`src/rtl/multicycle_ctrl.sv`:
```
// Multicycle processor controller: sequences fetch/decode/execute/writeback with a memory
// ready handshake, fetch wait, halt and illegal-opcode detection. MC_CTRL_PERF_EN adds a retire counter.
module multicycle_ctrl #(
  parameter int WIDTH      = 16,
  parameter int FETCH_WAIT = 1
) (
  input  logic             clk,
  input  logic             reset,
  input  logic [3:0]       opCode,
  input  logic [3:0]       opCodeExt,
  input  logic [WIDTH-1:0] conCodesOut,
  input  logic             memReady,
  input  logic             halt,
  output logic [28:0]      ctrlWord,
  output logic             busy,
  output logic             illegalOp,
  output logic             instrRetired,
  output logic [31:0]      retireCount
);

  localparam logic [4:0] S_RESET_PC = 5'd0,  S_FETCH  = 5'd1,  S_WAIT   = 5'd2,  S_DECODE = 5'd3,
                         S_RALU     = 5'd4,  S_IALU   = 5'd5,  S_MOV    = 5'd6,  S_SCOND  = 5'd7,
                         S_LSH      = 5'd8,  S_LSHI   = 5'd9,  S_SAR    = 5'd10, S_LUI    = 5'd11,
                         S_MOVI     = 5'd12, S_WB     = 5'd13, S_LD     = 5'd14, S_LDWB   = 5'd15,
                         S_ST       = 5'd16, S_STDONE = 5'd17, S_SKIP   = 5'd18, S_JC     = 5'd19,
                         S_JCPC     = 5'd20, S_JAL    = 5'd21, S_JALPC  = 5'd22, S_BC     = 5'd23,
                         S_BCPC     = 5'd24, S_HALTED = 5'd25;

  localparam logic [2:0] WAIT_LOAD = (FETCH_WAIT > 0) ? 3'(FETCH_WAIT - 1) : 3'd0;

  typedef struct packed {
    logic       out_reg_en;
    logic       mux_mem_adr;
    logic       mem_data_reg_en;
    logic       reg_file_en;
    logic       instr_reg_en;
    logic       codes_computed;
    logic       mem_write;
    logic       mem_read;
    logic       mux_ext_imm;
    logic       shift_op;
    logic       mux_pc;
    logic       mux_bin;
    logic [1:0] mux_shift_shifter;
    logic [1:0] mux_out;
    logic [1:0] mux_shift_amount;
    logic [1:0] mux_to_reg_file;
    logic [1:0] mux_ain;
    logic [1:0] pc_en;
    logic [4:0] alu_op;
  } ctrl_t;

  typedef struct packed {
    logic       codes;
    logic [4:0] op;
  } alu_t;

  function automatic logic is_alu(input logic [3:0] code);
    return code inside {4'b1011, 4'b0001, 4'b0010, 4'b0011, 4'b0101,
                        4'b0110, 4'b0111, 4'b1001, 4'b1010};
  endfunction

  function automatic alu_t alu_decode(input logic [3:0] code);
    alu_t r;
    r = '0;
    case (code)
      4'b1011: r = '{codes: 1'b1, op: 5'd0};
      4'b0001: r = '{codes: 1'b0, op: 5'd1};
      4'b0010: r = '{codes: 1'b0, op: 5'd2};
      4'b0011: r = '{codes: 1'b0, op: 5'd7};
      4'b0101: r = '{codes: 1'b1, op: 5'd3};
      4'b0110: r = '{codes: 1'b1, op: 5'd4};
      4'b0111: r = '{codes: 1'b1, op: 5'd4};
      4'b1001: r = '{codes: 1'b1, op: 5'd5};
      4'b1010: r = '{codes: 1'b1, op: 5'd6};
      default: r = '0;
    endcase
    return r;
  endfunction

  function automatic logic [4:0] decode_target(input logic [3:0] op, input logic [3:0] ext);
    logic [4:0] t;
    t = S_SKIP;
    case (op)
      4'b0000: if (ext == 4'b1101) t = S_MOV; else if (is_alu(ext)) t = S_RALU;
      4'b0100:
        case (ext)
          4'b0000: t = S_LD;
          4'b0100: t = S_ST;
          4'b1101: t = S_SCOND;
          4'b1100: t = S_JC;
          4'b1000: t = S_JAL;
          default: t = S_SKIP;
        endcase
      4'b1000:
        case (ext)
          4'b0100:          t = S_LSH;
          4'b1000:          t = S_SAR;
          4'b0000, 4'b0001: t = S_LSHI;
          default:          t = S_SKIP;
        endcase
      4'b1100: t = S_BC;
      4'b1111: t = S_LUI;
      4'b1101: t = S_MOVI;
      default: if (is_alu(op)) t = S_IALU;
    endcase
    return t;
  endfunction

  logic [4:0] state, next_state, target;
  logic [2:0] wait_cnt;
  logic       boundary;
  alu_t       alu;
  ctrl_t      cw;
  logic       retire_state;
  logic       cc_unused;

  assign cc_unused = ^conCodesOut;
  assign target    = decode_target(opCode, opCodeExt);
  assign alu       = alu_decode((state == S_RALU) ? opCodeExt : opCode);

  always_comb begin
    // NOTE: every always_comb output gets a default first so no path can infer a latch.
    next_state = state;
    boundary   = 1'b0;
    case (state)
      S_RESET_PC: boundary = 1'b1;
      S_FETCH:    if (memReady) next_state = (FETCH_WAIT == 0) ? S_DECODE : S_WAIT;
      S_WAIT:     if (wait_cnt == 3'd0) next_state = S_DECODE;
      S_DECODE:   next_state = target;
      S_RALU, S_IALU, S_MOV, S_SCOND, S_LSH, S_LSHI, S_SAR, S_LUI, S_MOVI: next_state = S_WB;
      S_LD:       if (memReady) next_state = S_LDWB;
      S_ST:       if (memReady) next_state = S_STDONE;
      S_JC:       next_state = S_JCPC;
      S_JAL:      next_state = S_JALPC;
      S_BC:       next_state = S_BCPC;
      S_WB, S_LDWB, S_STDONE, S_SKIP, S_JCPC, S_JALPC, S_BCPC: boundary = 1'b1;
      S_HALTED:   if (!halt) next_state = S_FETCH;
      default:    next_state = S_RESET_PC;
    endcase
    // Halt is honoured only at an instruction boundary, i.e. on the way into FETCH.
    if (boundary) next_state = halt ? S_HALTED : S_FETCH;
  end

  always_ff @(posedge clk) begin
    // NOTE: sequential state uses non-blocking assignments so all flops update together.
    if (reset) begin
      state    <= S_RESET_PC;
      wait_cnt <= '0;
    end else begin
      state <= next_state;
      if (state == S_FETCH)                       wait_cnt <= WAIT_LOAD;
      else if (state == S_WAIT && wait_cnt != 0)  wait_cnt <= wait_cnt - 3'd1;
    end
  end

  always_comb begin
    cw = '0;
    case (state)
      S_RESET_PC: cw.pc_en = 2'b01;
      S_FETCH:    begin cw.mem_read = 1'b1; cw.instr_reg_en = 1'b1; end
      S_RALU, S_IALU: begin
        cw.alu_op = alu.op; cw.codes_computed = alu.codes;
        cw.mux_ain = 2'd1; cw.mux_bin = 1'b1; cw.mux_out = 2'd1; cw.out_reg_en = 1'b1;
      end
      S_MOV:   begin cw.mux_shift_shifter = 2'd2; cw.mux_shift_amount = 2'd3; cw.out_reg_en = 1'b1; end
      S_SCOND: begin cw.mux_out = 2'd2; cw.out_reg_en = 1'b1; end
      S_LSH:   cw.out_reg_en = 1'b1;
      S_LSHI:  begin cw.mux_shift_amount = 2'd1; cw.mux_ext_imm = 1'b1; cw.out_reg_en = 1'b1; end
      S_SAR:   begin cw.shift_op = 1'b1; cw.out_reg_en = 1'b1; end
      S_LUI:   begin cw.mux_shift_amount = 2'd2; cw.mux_shift_shifter = 2'd1; cw.out_reg_en = 1'b1; end
      S_MOVI, S_BC: begin cw.mux_shift_amount = 2'd3; cw.mux_shift_shifter = 2'd1; cw.out_reg_en = 1'b1; end
      S_WB:    begin cw.mux_to_reg_file = 2'd1; cw.reg_file_en = 1'b1; cw.pc_en = 2'b11; end
      S_LD:    begin cw.mux_mem_adr = 1'b1; cw.mem_read = 1'b1; cw.mem_data_reg_en = 1'b1; end
      S_LDWB:  begin cw.reg_file_en = 1'b1; cw.pc_en = 2'b11; end
      S_ST:    begin cw.mux_mem_adr = 1'b1; cw.mem_write = 1'b1; end
      S_STDONE, S_SKIP: cw.pc_en = 2'b11;
      S_JC, S_JAL: begin
        cw.mux_shift_amount = 2'd3; cw.mux_shift_shifter = 2'd2; cw.out_reg_en = 1'b1;
        if (state == S_JAL) begin cw.mux_to_reg_file = 2'd2; cw.reg_file_en = 1'b1; end
      end
      S_JCPC:  begin cw.mux_pc = conCodesOut[0]; cw.pc_en = 2'b10; end
      S_JALPC: begin cw.mux_pc = 1'b1; cw.pc_en = 2'b10; end
      S_BCPC:  begin cw.mux_pc = conCodesOut[0]; cw.pc_en = 2'b11; end
      default: cw = '0;
    endcase
  end

  assign retire_state = state inside {S_WB, S_LDWB, S_STDONE, S_JCPC, S_JALPC, S_BCPC};

  // All outputs are forced low while reset is held, whatever the state flops contain.
  assign ctrlWord     = reset ? '0 : cw;
  assign busy         = !reset && (state != S_HALTED);
  assign illegalOp    = !reset && (state == S_DECODE) && (target == S_SKIP);
  assign instrRetired = !reset && retire_state;

`ifdef MC_CTRL_PERF_EN
  logic [31:0] retire_cnt;

  always_ff @(posedge clk) begin
    if (reset)             retire_cnt <= '0;
    else if (instrRetired) retire_cnt <= retire_cnt + 32'd1;
  end

  assign retireCount = reset ? '0 : retire_cnt;
`else
  assign retireCount = '0;
`endif

endmodule

```
`config.mk`:
```
export PLATFORM = sky130hd
export DESIGN_NAME = multicycle_ctrl
export DESIGN_NICKNAME = d
export VERILOG_FILES = /design/src/rtl/multicycle_ctrl.sv
export SDC_FILE = /design/constraint.sdc
export NUM_CORES = 1
export LEC_CHECK = 0
export CORE_ASPECT_RATIO = 1.2
export CORE_MARGIN = 3
export CORE_UTILIZATION = 35
export CTS_BUF_LIST = sky130_fd_sc_hd__clkbuf_16
export CTS_CLUSTER_SIZE = 24
export DETAILED_ROUTE_END_ITERATION = 10
export PLACE_DENSITY = 0.69
export SLEW_MARGIN = 20
export SYNTH_ARGS = -nofsm -noshare
export SYNTH_HDL_FRONTEND = slang
export SYNTH_SLANG_ARGS = --single-unit
```
`constraint.sdc`:
```
create_clock -name clk -period 2.6 [get_ports clk]
set_clock_uncertainty 0.15 [all_clocks]
set_input_delay 0.26 -clock clk [delete_from_list [all_inputs] [get_ports clk]]
set_output_delay 0.26 -clock clk [all_outputs]
set_load 0.005 [all_outputs]
```
=== Word-level counts from Yosys, hierarchy flattened ===
Memories as Yosys holds them, arrays and structs flattened.
Index checks and enable logic that the tools add are counted.
Widths: inputs -> output; s select.

* Equality and inequality tests: 60
* Reduce and logical (&&, ||, !) cells: 31
* Add/subtract/negate cells: 1
* Mux-type cells: 38

{| class="wikitable"
|+ Operators with widths
! cell !! number
|-
| $eq 5x5->1 const B || 11
|-
| $mux 5 || 11
|-
| $pmux 5 s11 || 1
|-
| $eq 4x4->1 const B || 13
|-
| $eq 5x4->1 const B || 8
|-
| $eq 4x3->1 const B || 8
|-
| $pmux 5 s6 || 1
|-
| $mux 29 || 1
|-
| $pmux 5 s5 || 1
|-
| $eq 5x3->1 const B || 4
|-
| $reduce_bool 9->1 || 2
|-
| $reduce_or 2->1 || 9
|-
| $eq 4x2->1 const B || 4
|-
| $ne 3x3->1 const B || 5
|-
| $pmux 5 s3 || 1
|-
| $mux 1 || 13
|-
| $pmux 2 s2 || 3
|-
| $pmux 2 s3 || 2
|-
| $reduce_or 12->1 || 1
|-
| $eq 5x2->1 const B || 2
|-
| $reduce_or 5->1 || 2
|-
| $reduce_or 9->1 || 1
|-
| $eq 4x1->1 const B || 2
|-
| $logic_not 4->1 || 2
|-
| other kinds (16) || 22
|}

* Bits in read-only memories: 64
* Logic and storage cells: 133
* Register bits after elaboration: 8
* Output and inout port bits: 64
* Memories: 1
* Input bits: 28

{| class="wikitable"
|+ Memories
! name !! words !! width !! rd ports !! clocked after Yosys merged registers in !! write ports !! line !! RTL
|-
| (name not given) || 16 || 4 || 1 || 0 || 0 || 66 || <nowiki>case (code)</nowiki>
|}

=== Depth between registers and ports, before layout ===
Gate-level depths: netlist of run 1.

* Depth after elaboration: 7
* Gate-level depth with buffers: 8
* Mapped depth without buffers: 7

=== Worst setup path after synthesis of run 1 ===
OpenSTA, ideal clock, no wires.

* Kind: register to output
* Start: register state[0]
* End: output port ctrlWord[0]
* Arrival: 1884 ps
* Cell stages (with the launch flop): 9
* Buffers on the path: 1
* Slack: 306 ps
* Data required time: 2190 ps
* Cell sequence: dfxtp_1 -> buf_2 -> or2_2 -> nor3_2 -> mux2_2 -> inv_1 -> ha_1 -> nand2_1 -> o21ai_0

* Word-level cells in the longest chain between the ends: 5
* Elaborated cells between the ends (all ways): 7
* Those cells by class: eq/ne: 2; mux: 3; reduce/logical: 1; memory: 1

{| class="wikitable"
|+ RTL lines
! what !! line !! RTL
|-
| start: declaration || 110 || <nowiki>logic [4:0] state, next_state, target;</nowiki>
|-
| start signal: assignment || 151 || <nowiki>state <= next_state;</nowiki>
|-
| $eq 5x3->1 || 120, 159 ||
|-
| $mux 4 || 120 || <nowiki>assign alu = alu_decode((state == S_RALU) ? opCodeExt : opCode);</nowiki>
|-
| $mem_v2 16x4 || - ||
|-
| $mux 5 * || 159 || <nowiki>case (state)</nowiki>
|-
| $mux 29 * || 192 || <nowiki>assign ctrlWord = reset ? '0 : cw;</nowiki>
|-
| end: declaration || 14 || <nowiki>output logic [28:0] ctrlWord,</nowiki>
|}

Mark *: on every way between the ends. The rest lies on a longest branch, timed or not.

=== Worst setup path after layout of run 1 ===
* Start: register state[0]
* End: output port ctrlWord[5]

* Word-level cells in the longest chain between the ends: 4
* Elaborated cells between the ends (all ways): 12
* Those cells by class: eq/ne: 7; mux: 2; reduce/logical: 3

{| class="wikitable"
|+ RTL lines
! what !! line
|-
| $eq 5x4->1 or $eq 5x5->1 (tied branches) || 159
|-
| $reduce_or 5->1 (no source line) or $reduce_or 2->1 (tied branches) || -
|-
| $pmux 2 s3 * || 159
|-
| $mux 29 * || 192
|}

Marks and branches as above.

==> impl_metrics.json, run 1 <==
{
  "status": "finished clean",
  "dp.final_hpwl_mm": 4.428,
  "overflow": 0,
  "fin_area_um2": 2701,
  "cp-start-kind": "flip-flop",
  "vias": 2323,
  "syn_to_final_growth_pct": 34.10,
  "ys_warn_count": 0,
  "netlist.area_leader.share": 0.1342,
  "synthFlopType": "dfxtp_1",
  "clk_path_buf_depth": 2,
  "report.final.slew_viol_count": 0,
  "ys_top_cells_by_area": "buf_4 13%, dfxtp_1 8.0%, a21oi_1 6.2%, nor2_1 5.2%, nand2_1 4.7%",
  "worstPathCellList": "buf_4 > or4_1 > a21oi_2 > a31oi_1 > nor2_1 > clkdlybuf4s50_1",
  "p_sw_frac": 0.4842,
  "r2r.worst_path.cells": 7,
  "final_common_cell": "buf_4",
  "io_pins": 92,
  "ant_nets": 0,
  "drive_above_1_share": 0.1940,
  "grt.met2_usage": 0.2995,
  "power.switching_w": 0.0009777,
  "port_buffers": 41,
  "clk_pin_slew_worst_paths_ns": 0.04,
  "worstPathRequired_ns": 2.19,
  "vdd_ir_drop_max_v": 0.0004031,
  "p_leak_nw": 1.132,
  "clock.fmax_mhz": 395.0,
  "hold_path.class": "flip-flop to flip-flop",
  "grtUsageTotal": 0.1692,
  "num_rows": 29,
  "syn_inst": 305,
  "synth_edf_count": 0,
  "grt_use_met3": 0.02137,
  "cts-htree-levels": 1,
  "start_util": 0.3701,
  "worstSetupEndpointType": "primary output",
  "seq_area_frac_synth": 0.07950,
  "max_stage_delay_ns": 0.52,
  "grt_max_degree": 33,
  "drv_cap": 0,
  "die_width_um": 75.26,
  "hold_viol": 0,
  "synth-seq-cells": 8,
  "drt_iter0_markers": 213,
  "diodes": 0,
  "crit_path_max_fanout": 28,
  "cts_buffers": 3,
  "worstPathArrival_ns": 2.12,
  "rsz0062_at_grt": "true",
  "placed_area_um2": 2571,
  "synth_top_area_cell": "buf_4",
  "nFillCells": 574,
  "finalCriticalPeriod_ns": 2.532,
  "drt-pass1-iter-count": 4,
  "worstSetupPathType": "flip-flop to primary output",
  "pwr-share-clk": 0.126,
  "synthArstFlopShare": 0,
  "use_met1": 0.2106,
  "drc_errors": 0,
  "avgSynthCellArea_um2": 6.605,
  "hold_path_depth": 2,
  "dieArea_um2": 6706,
  "antenna_found_initial": 0,
  "fin_cells": 428,
  "setup_violations": 0,
  "p_int_w": 0.001041,
  "finalCritPeriodShare": 0.9738,
  "whs_ns": 0.3413,
  "p_per_area_nw_per_um2": 747.5,
  "slowest_stage": "or4_1",
  "clock-sinks": 8,
  "grt_pass1_vias": 2096,
  "power_frac_comb": 0.787,
  "dp.cells": 424,
  "cts_tree": "done",
  "core-area_um2": 5443,
  "nets": 402,
  "final_util": 0.4963,
  "seqPwrFrac": 0.087,
  "cts_hold_buffers": 0,
  "cts-root-buf": "clkbuf_16",
  "gp_congestion": 0.9391,
  "top_usage_layer": "met2",
  "vias_per_cell": 5.428,
  "fp.dieH_um": 89.11,
  "routed_wl_mm": 5.735,
  "wire_per_inst_um": 13.40,
  "netlist_area_um2": 2014,
  "synth.distinct_cells": 68,
  "clk_latency_ns": 0.23,
  "layout_common_cells": "45 x buf_4, 35 x conb_1, 28 x clkdlybuf4s50_1, 27 x nor2_1, 25 x nand2_1",
  "grt_pass1_wl_mm": 9.384
}
==> sequential cells by signal, summed over array words and instances (netlist names) <==
| register | flops |
|---|---|
| state | 5 |
| wait_cnt | 3 |
==> worst max-delay path: cells and delay by family, from the launching register on <==
| kind | cells | cell delay (ns) |
|---|---|---|
| AND/OR/NAND/NOR | 2 | 0.63 |
| AO/OA/AOI/OAI | 2 | 0.23 |
| flip-flops | 1 | 0.30 |
| buffers and inverters | 2 | 0.73 |
==> layout make-up <==
class | count | area, um2 | share of cell area
multi-input combinational | 255 | 1585 | 0.5868
tap | 62 | 77.57 | 0.02872
clock buffer | 3 | 75.07 | 0.02779
timing repair buffer | 88 | 754.5 | 0.2793
inverter | 12 | 48.80 | 0.01806
sequential | 8 | 160.2 | 0.05929
==> cells by family (layout without fill, tap and decap cells) <==
family,Yosys count,in the layout,share of synthesized area
other,1,35,0.001862
adder cells (fa/ha/maj),6,6,0.03727
AND/OR/NAND/NOR,114,114,0.3000
AO/OA/AOI/OAI,84,84,0.2820
XOR/XNOR,8,8,0.03478
multiplexers,8,8,0.04161
buffers and inverters,76,103,0.2230
flip-flops,8,8,0.07950
==> power by group through the flow <==
stage                     registers [W]  logic, W  clock network (W)
final                          0.000176   0.00159           0.000255
after global routing           0.000179   0.00176           0.000266
after CTS                      0.000173   0.00153           0.000258
after detailed placement       0.000173   0.00151                  0
after global placement         0.000172   0.00150                  0
after floorplan                0.000175   0.00108                  0
==> per-stage QoR <==
step	setup TNS (ns)	total power (W)	worst slack, ns
floorplan	0	0.001250	0.3056
global placement	-0.7021	0.001674	-0.3886
detailed placement	-0.6312	0.001687	-0.3345
CTS	0	0.001959	0.01155
global route	-0.1018	0.002204	-0.04073
finish	0	0.002019	0.06808
==> path summary, 6_finish.rpt <==
check	from	endpoint	slack, ns
setup / recovery	state[0]	ctrlWord[5]	0.07
hold / removal	wait_cnt[2]	wait_cnt[2]	0.34
hold reg to reg	wait_cnt[2]	wait_cnt[2]	0.34
setup reg to reg	state[0]	state[4]	0.41
==> per-layer routing <==
metal,share of wire,wire [um]
met3,0.052,298
met4,0.017,98
met1,0.42,2401
met5,0,0
met2,0.51,2936
==> Yosys cell counts, types with 4 or more instances <==
master / instances
nor4_1: 7
inv_1: 11
buf_4: 36
a31oi_1: 5
dfxtp_1: 8
nor2_1: 28
mux2i_1: 5
nor2b_1: 6
nand2_1: 25
nor3_1: 10
nand3_1: 7
buf_1: 4
ha_1: 6
a21oi_1: 25
o21ai_0: 13
o211ai_1: 4
xnor2_1: 5
nand2b_1: 5
clkbuf_1: 11
buf_2: 11
==> what timing repair did <==
| item | CTS | global route |
|---|---|---|
| setup buffers | 0 | 1 |
| gates resized for setup | 24 | 10 |
| pin swaps | 2 | 1 |
| setup endpoints to repair | 5 | 12 |
Power figures use the tool's default switching activity.
==> run 2, diff against run 1 <==
--- a/config.mk
+++ b/config.mk
@@ -11,8 +11,9 @@
 export CTS_BUF_LIST = sky130_fd_sc_hd__clkbuf_16
 export CTS_CLUSTER_SIZE = 24
 export DETAILED_ROUTE_END_ITERATION = 10
-export PLACE_DENSITY = 0.69
+export DONT_BUFFER_PORTS = 1
 export SLEW_MARGIN = 20
 export SYNTH_ARGS = -nofsm -noshare
 export SYNTH_HDL_FRONTEND = slang
 export SYNTH_SLANG_ARGS = --single-unit
+export TNS_END_PERCENT = 100
==> run 2 against run 1 <==
Compared with the run above: register-to-register slack got worse by 0.05 ns; flip-flop and latch count unchanged; combinational power decreased by 19%; highest routed layer unchanged; largest cell class unchanged; cell count decreased by 18%; setup slack improved by 0.059 ns; largest power group unchanged.
==> impl_metrics.json, run 2 (synthesized netlist as in run 1, its figures left out) <==
{
  "reg_top3": "state x5, wait_cnt x3",
  "multi_input_area_um2": 1543,
  "final_common_cell": "conb_1",
  "worstPathRequired_ns": 2.19,
  "finalCritPeriodShare": 0.9510,
  "vias": 2035,
  "status": "finished clean",
  "setup_violations": 0,
  "cp_top_family": "simple AND/OR/NAND/NOR gates",
  "grt_pass1_vias": 1694,
  "grt_max_degree": 33,
  "ant_nets": 0,
  "overflow": 0,
  "drt_iter0_markers": 174,
  "worstSetupEndpointType": "primary output",
  "max_stage_delay_ns": 0.37,
  "p_int_w": 0.0008213,
  "syn_to_final_growth_pct": -1.056,
  "max_slew_margin": 0.5804,
  "drv_cap": 0,
  "core-area_um2": 5443,
  "nFillCells": 624,
  "nets": 326,
  "seq_area_um2": 160.2,
  "drive_above_1_share": 0.08966,
  "dp.final_hpwl_mm": 3.734,
  "die_width_um": 75.26,
  "gp_congestion": 0.8965,
  "drt-pass1-iter-count": 4,
  "clock.fmax_mhz": 404.4,
  "clk_latency_ns": 0.23,
  "port_buffers": 0,
  "p_per_area_nw_per_um2": 857.2,
  "layout_common_cells": "35 x conb_1, 28 x nor2_1, 25 x nand2_1, 25 x a21oi_1, 13 x o21ai_0",
  "cts_tree": "done",
  "num_rows": 29,
  "slowest_stage": "mux2_2",
  "largest_reg_flops": 5,
  "path_buf_inv": 2,
  "io_pins": 92,
  "clk_path_buf_depth": 2,
  "routed_wl_mm": 5.173,
  "wire_per_inst_um": 14.70,
  "pwr-share-clk": 0.147,
  "clk_pin_slew_worst_paths_ns": 0.04,
  "dieArea_um2": 6706,
  "clock-sinks": 8,
  "rsz0062_at_grt": "false",
  "finalCriticalPeriod_ns": 2.473,
  "vdd_ir_drop_max_v": 0.0003077,
  "p_sw_frac": 0.5193,
  "drc_errors": 0,
  "p_leak_nw": 0.7649,
  "worstSetupPathType": "flip-flop to primary output",
  "report.final.slew_viol_count": 0,
  "tns_ns": 0,
  "grtUsageTotal": 0.1480,
  "cts-root-buf": "clkbuf_16",
  "cp-start-kind": "flip-flop",
  "antenna_found_initial": 0,
  "power.switching_w": 0.0008872,
  "grt_pass1_wl_mm": 8.238,
  "dp.cells": 347,
  "hold_path.class": "input port to flip-flop",
  "hold_viol": 0,
  "regMostFlops": "state",
  "crit_path_max_fanout": 4,
  "seqPwrFrac": 0.107,
  "worstPathCellList": "or2_2 > nor3_4 > buf_4 > mux2_2 > inv_1 > ha_1 > nand2_1 > o22ai_1",
  "cts_buffers": 3,
  "power_frac_comb": 0.747,
  "tightest_slew_ns": 0.6135,
  "vias_per_cell": 5.781,
  "start_util": 0.3701,
  "worstPathArrival_ns": 2.06,
  "fp.dieH_um": 89.11,
  "cts-htree-levels": 1,
  "diodes": 0,
  "fin_cells": 352
}
## run 2: changes by cell type in the layout (fill, tap and decap cells not counted), sizes merged
cell           change
buf               -37
clkdlybuf4s50     -28
dlygate4sd2       -11
clkinv             +1
clkinvlp           -1
dlygate4sd3        +1
dlymetal6s2s       -1
## run 2: power by group through the flow
| stage | Clock, W | Sequential (W) | Combinational, W |
|---|---|---|---|
| after floorplan | 0 | 0.000175 | 0.00108 |
| after global placement | 0 | 0.000181 | 0.00123 |
| after detailed placement | 0 | 0.000182 | 0.00124 |
| after CTS | 0.000256 | 0.000180 | 0.00125 |
| after global routing | 0.000266 | 0.000187 | 0.00142 |
| final | 0.000251 | 0.000182 | 0.00128 |
## run 2: repair_timing
action                                  4_1_cts  5_1_grt
hold endpoints to repair                      2        0
endpoints found under the setup margin        0        4
hold buffers                                  1        0
resized for setup                             0        2
buffers inserted                              0        1
## run 2: metal layers
layer | up-vias | track usage | part of all wire
met5 | - | 0 | 0
met4 | 0 | 0.02385 | 0.0050
met3 | 4 | 0.02475 | 0.082
met2 | 95 | 0.2338 | 0.45
met1 | 932 | 0.2137 | 0.46
li1 | 1004 | - | -
## run 2: final timing paths
kind,start,end,slack [ns],depth (start not counted)
max,state[3],ctrlWord[2],0.13,8
min,halt,state[4],0.04,1
max reg2reg,state[0],state[4],0.36,6
min reg2reg,wait_cnt[2],wait_cnt[2],0.33,2
## run 2: final cells by class
class	instances	share of cell area
Inverter	12	0.02260
Clock buffer	3	0.03766
Multi-Input combinational cell	255	0.7740
Tap cell	62	0.03892
Sequential cell	8	0.08035
Timing Repair Buffer	12	0.04645
## run 2: worst register-to-register path, delay by kind of cell, from the launching register on
kind,cells,cell delay [ns]
AOI/OAI and AO/OA,3,0.89
buffers and inverters,1,0.29
DFF,1,0.31
and+or+nand+nor,2,0.49
## run 2: per-stage QoR
stage | instance area [um2] | setup WS, ns | hold slack [ns] | total power (W) | util
after floorplan | 2142 | 0.3056 | 0.2490 | 0.001250 | -
after global placement | 1891 | 0.2722 | 0.1997 | 0.001413 | 0.3474
after detailed placement | 1891 | 0.2583 | 0.2005 | 0.001425 | 0.3474
after CTS | 1976 | 0.005760 | 0.05311 | 0.001688 | 0.3630
after global routing | 1993 | 0.02987 | 0.06308 | 0.001873 | 0.3662
final | 1993 | 0.1274 | 0.04476 | 0.001708 | 0.3662
